`config.mk`:
```
export PLATFORM = sky130hd
export DESIGN_NAME = prbs_tx_sequencer
export DESIGN_NICKNAME = d
export VERILOG_FILES = /design/src/rtl/prbs_tx_sequencer.sv
export SDC_FILE = /design/constraint.sdc
export NUM_CORES = 1
export LEC_CHECK = 0
export CORE_MARGIN = 8
export CORE_UTILIZATION = 59
export CTS_BUF_LIST = sky130_fd_sc_hd__clkbuf_2
export CTS_CLUSTER_SIZE = 25
export DETAILED_ROUTE_END_ITERATION = 8
export GPL_TIMING_DRIVEN = 0
export PLACE_DENSITY = 0.93
export SLEW_MARGIN = 20
export SYNTH_ARGS = -nofsm -noshare
export SYNTH_HDL_FRONTEND = slang
export SYNTH_SLANG_ARGS = --single-unit
```
`constraint.sdc`:
```
create_clock -name clk -period 2.03 [get_ports clk]
set_clock_uncertainty 0.15 [all_clocks]
set_input_delay 0.406 -clock clk [delete_from_list [all_inputs] [get_ports clk]]
set_output_delay 0.406 -clock clk [all_outputs]
set_load 0.02 [all_outputs]
```
`src/rtl/prbs_tx_sequencer.sv`:
```
// prbs_tx_sequencer
// PRBS9 (x^9+x^5+1) transmit source plus the sync/BER control sequencer
// that drives the receive-side BER counter. All state advances one step per
// baud strobe (i_ctrl); reset or a low i_en_tx act on any clock.
//
// Handshake with the BER counter: there is no ready/valid pair. Every output
// is decoded from registers, so it is stable for a whole strobe interval and
// the counter samples it on its own strobe cycle (the same cycle as ours).
// o_state exposes the FSM for checkers: 0 = IDLE, 1 = SYNC, 2 = BER.
module prbs_tx_sequencer #(
  parameter logic [8:0] SEED            = 9'h1AA,
  parameter int         PRBS_MAX_CYCLES = 511
) (
  input  logic       clk,
  input  logic       i_reset,
  input  logic       i_en_tx,
  input  logic       i_ctrl,
  input  logic       i_start,
  input  logic       i_stop,
  output logic       o_tx_bit,
  output logic       o_new_bit_from_prbs,
  output logic       o_synchro_en,
  output logic       o_prbs_cmp_curr_addr_done,
  output logic       o_ber_counter_en,
  output logic [1:0] o_state
);

  localparam int CW = $clog2(PRBS_MAX_CYCLES);
  // An all-zero LFSR would lock up, so a zero seed becomes all ones.
  localparam logic [8:0]    SEED_EFF = (SEED == 9'd0) ? 9'h1FF : SEED;
  localparam logic [CW-1:0] LAST     = CW'(PRBS_MAX_CYCLES - 1);

  typedef enum logic [1:0] {
    ST_IDLE = 2'd0,
    ST_SYNC = 2'd1,
    ST_BER  = 2'd2
  } state_t;

  state_t        state_q, state_d;
  logic [8:0]    r_lfsr_q, r_lfsr_d;
  logic [CW-1:0] r_bit_cnt_q, r_bit_cnt_d;
  logic [CW-1:0] r_addr_cnt_q, r_addr_cnt_d;
  logic          soft_reset;
  logic          done;

  assign soft_reset = i_reset | ~i_en_tx;
  assign done       = (state_q == ST_SYNC) && (r_bit_cnt_q == LAST);

  // LFSR next state: free-running shift, with recovery from the lock-up state.
  always_comb begin
    r_lfsr_d = {r_lfsr_q[7:0], r_lfsr_q[8] ^ r_lfsr_q[4]};
    if (r_lfsr_q == 9'd0) begin
      r_lfsr_d = 9'h1FF;
    end
  end

  // Sequencer next state and counter updates (evaluated for a strobe cycle).
  always_comb begin
    state_d      = state_q;
    r_bit_cnt_d  = r_bit_cnt_q;
    r_addr_cnt_d = r_addr_cnt_q;
    case (state_q)
      ST_IDLE: begin
        r_bit_cnt_d  = '0;
        r_addr_cnt_d = '0;
        if (i_start && !i_stop) begin
          state_d = ST_SYNC;
        end
      end
      ST_SYNC: begin
        if (i_stop) begin
          state_d      = ST_IDLE;
          r_bit_cnt_d  = '0;
          r_addr_cnt_d = '0;
        end else if (done) begin
          // Last slot of this candidate: wrap the slot counter and either
          // move to the next candidate or, after the last one, to BER.
          r_bit_cnt_d = '0;
          if (r_addr_cnt_q == LAST) begin
            state_d = ST_BER;
          end else begin
            r_addr_cnt_d = r_addr_cnt_q + CW'(1);
          end
        end else begin
          r_bit_cnt_d = r_bit_cnt_q + CW'(1);
        end
      end
      ST_BER: begin
        if (i_stop) begin
          state_d      = ST_IDLE;
          r_bit_cnt_d  = '0;
          r_addr_cnt_d = '0;
        end else if (i_start) begin
          state_d      = ST_SYNC;
          r_bit_cnt_d  = '0;
          r_addr_cnt_d = '0;
        end
      end
      default: begin
        state_d      = ST_IDLE;
        r_bit_cnt_d  = '0;
        r_addr_cnt_d = '0;
      end
    endcase
  end

  // State register: reset on any clock, otherwise advance only on a strobe.
  always_ff @(posedge clk) begin
    if (soft_reset) begin
      state_q      <= ST_IDLE;
      r_lfsr_q     <= SEED_EFF;
      r_bit_cnt_q  <= '0;
      r_addr_cnt_q <= '0;
    end else if (i_ctrl) begin
      state_q      <= state_d;
      r_lfsr_q     <= r_lfsr_d;
      r_bit_cnt_q  <= r_bit_cnt_d;
      r_addr_cnt_q <= r_addr_cnt_d;
    end
  end

  // Outputs are pure decodes of registers.
  assign o_tx_bit                  = r_lfsr_q[8];
  assign o_new_bit_from_prbs       = r_lfsr_q[8];
  assign o_synchro_en              = (state_q == ST_SYNC);
  assign o_prbs_cmp_curr_addr_done = done;
  assign o_ber_counter_en          = (state_q == ST_BER);
  assign o_state                   = state_q;

endmodule

```
==> metrics.txt <==
Commonest cells post-synth=dfxtp_1, nor2_1, nand2_1, xor2_1, nand3_1; Antenna Nets Post-Route=0; Worst Hold Class=register to register; Data required, critical path=1.47 ns; Vias/cell=6.11; crit path launch=r_bit_cnt_q[0]; # setup viols final=0; post-synth cell types=48; first-pass GRT wire length=5240 microns; proportion of power drawn by the clock network=0.293; result of the run=finished clean; IO Port Bufs=12; worst slew pin tran=0.530 ns; CP cell instances=inv_2 > ha_1 > and2_4 > nand4_1 > nor2_2 > buf_6; DRT Pass-1 Iters=4; Cell Rows=18; die width=65.2 microns; IR drop worst, VDD=0.444 mV; Reg clk slew, reported paths=0.14 ns; CTS tree=built; largest net degree at the start of global routing=11; Sw Pwr=244 uW; Synth Net Count=158; RD Place Congestion=0.816; Synth warnings=0; total power=935 uW; number of enable flip-flop cells after synthesis=0; Max H-tree Level=2; Slew Limit Headroom=0.645; most instantiated library cell after synthesis=dfxtp_1; Critical Setup Path Class=register to output port; DR WL/cell=16.2 microns; Critical Path Fanout Max=5; Synth Instances=148; Ports=13; Seq/Total Area, Yosys=0.406; dpl cells=190; Syn Area/Cell=9.65 sq um; area of the die=4250 sq um; NumNets Final=180; clock root cell=clkbuf_2; fin crit period=2.02 ns; cell area after synthesis=1430 sq um; DRC viols=0; clk sink count=29; Clock Latency Late Sink=0.36 ns; Die Span Y=65.2 microns; CTS max path bufs=2; Worst Reg-to-Reg Cells=8; max incr delay on CP=0.39 ns; Sequential Power Share=0.628; via count=1221; #FFs+latches synth=29; Area Overhead vs Synth=16.9%; effective utilization at floorplan=0.599; top cells by area, synth=dfxtp_1, xor2_1, nor2_1; fin cells=200; initial antenna violation count=0; detailed router's first-iteration violation count=97; Internal=691 uW; cell taking the most area after synthesis=dfxtp_1; Crit path arrival time=1.47 ns; Net Sw Frac=0.261; share of post-route cells with drive strength above 1=0.224; MaxCap Viol Count=0; reg-to-reg setup timing slack=0.11 ns; r2r startpoint=r_bit_cnt_q[0]; clock buffer count from CTS=5; Setup crit end kind=output port; RSZ-0062 raised after global routing=true; ys async rst share=0; total wire length=3250 microns; Hold-fix buffers, CTS=0; hpwl dp=2290 microns; core box area=2390 sq um; slowest library cell on the worst path=dfxtp_4; RR Endpoint=r_bit_cnt_q[1]; Remaining Overflow, GRT=0; Top FF cell, synth=dfxtp_1; All-Layer GR Usage=0.157; startpoint types=register; count of final hold-check violations=0; vias in the first global route=1222; CP endpoint=o_prbs_cmp_curr_addr_done; final setup TNS=0 ns; Power Density=560 nW/um^2; Leakage Power=0.000660 uW; Inserted Diodes=0; final slew viol count=0; Final period util=0.996; power share of the combinational group=0.079; Synth top area share=0.406; Peak Freq=0.494 GHz
## logic make-up (layout without fill, tap and decap cells)
family,Yosys count,in the layout,share of synthesized area
compound gates,36,36,0.231
xor+xnor,9,9,0.0552
fa+ha+maj,4,4,0.0350
buf+inv,10,32,0.0350
flops,29,29,0.406
simple gates,60,60,0.237
## power by group through the flow
stage               Clock [uW]  Combinational, uW  Sequential, uW
CTS                        277               70.9             588
finish                     274               74.3             587
global placement             0               67.2             600
global route               316               80.9             589
floorplan                    0               44.9             600
detailed placement           0               70.7             601
## state kept, by name, indices dropped and copies added (netlist names)
name / count
r_bit_cnt_q: 9
r_lfsr_q: 9
o_state: 2
r_addr_cnt_q: 9
## layer usage
metal,part of all wire,track usage
met4,0.0095,0.0627
met3,0.078,0.0799
met2,0.48,0.262
met1,0.43,0.164
met5,0,0
## worst min-delay path by stage
stage,from,end,slack (ns),cells past startpoint
after floorplan,r_addr_cnt_q[7],r_addr_cnt_q[7],0.30,1
after global placement,r_addr_cnt_q[7],r_addr_cnt_q[7],0.32,1
after detailed placement,r_addr_cnt_q[7],r_addr_cnt_q[7],0.34,1
after CTS,r_addr_cnt_q[7],r_addr_cnt_q[7],0.37,1
after global routing,r_addr_cnt_q[7],r_addr_cnt_q[7],0.38,1
final,r_lfsr_q[2],r_lfsr_q[3],0.37,2
## critical path: cells and delay by family (launching register included)
family	cells	cell delay, ns
flops	1	0.39
simple gates	3	0.41
fa+ha+maj	1	0.13
buf+inv	2	0.17
## stage by stage
| stage | cell area, sq um | setup slack [ns] | hold WS, ns | utilization |
|---|---|---|---|---|
| finish | 1670 | 0.00736 | 0.374 | 0.700 |
| global route | 1670 | -0.135 | 0.383 | 0.700 |
| CTS | 1620 | -0.0362 | 0.373 | 0.679 |
| detailed placement | 1590 | -0.233 | 0.341 | 0.665 |
| global placement | 1590 | -0.173 | 0.321 | 0.665 |
| floorplan | 1430 | 0.193 | 0.301 | - |
## placed cells by master, fill, tap and decap left out, drive strengths merged, types with 2 or more instances in the layout
| master | n |
|---|---|
| o2bb2ai | 2 |
| o21ai | 5 |
| nor2 | 15 |
| nand2b | 2 |
| inv | 4 |
| a21o | 2 |
| nand4 | 8 |
| o221a | 4 |
| nor2b | 2 |
| ha | 4 |
| clkbuf | 9 |
| clkdlybuf4s50 | 5 |
| a21oi | 2 |
| o31ai | 4 |
| dlygate4sd2 | 2 |
| o211ai | 4 |
| and4 | 2 |
| dlymetal6s2s | 3 |
| nand2 | 11 |
| buf | 7 |
| and2 | 2 |
| nand3 | 7 |
| a211o | 2 |
| dfxtp | 29 |
| xor2 | 8 |
| and3 | 4 |
| o22ai | 5 |
## final cells by class
cell class / instances / area, sq um
well taps: 30 / 37.5
repair buffers: 15 / 149
fillers: 205 / 717
inverters: 4 / 15.0
clock inverters: 1 / 3.75
clock buffers: 6 / 30.0
plain buffers: 6 / 35.0
flip-flops and latches: 29 / 592
multi-input cells: 109 / 808
## what timing repair did
action	4_1_cts	5_1_grt
resized for setup	12	13
pin swaps	0	2
setup endpoints to repair	6	7
setup buffers	0	3
Power figures use the tool's default switching activity.
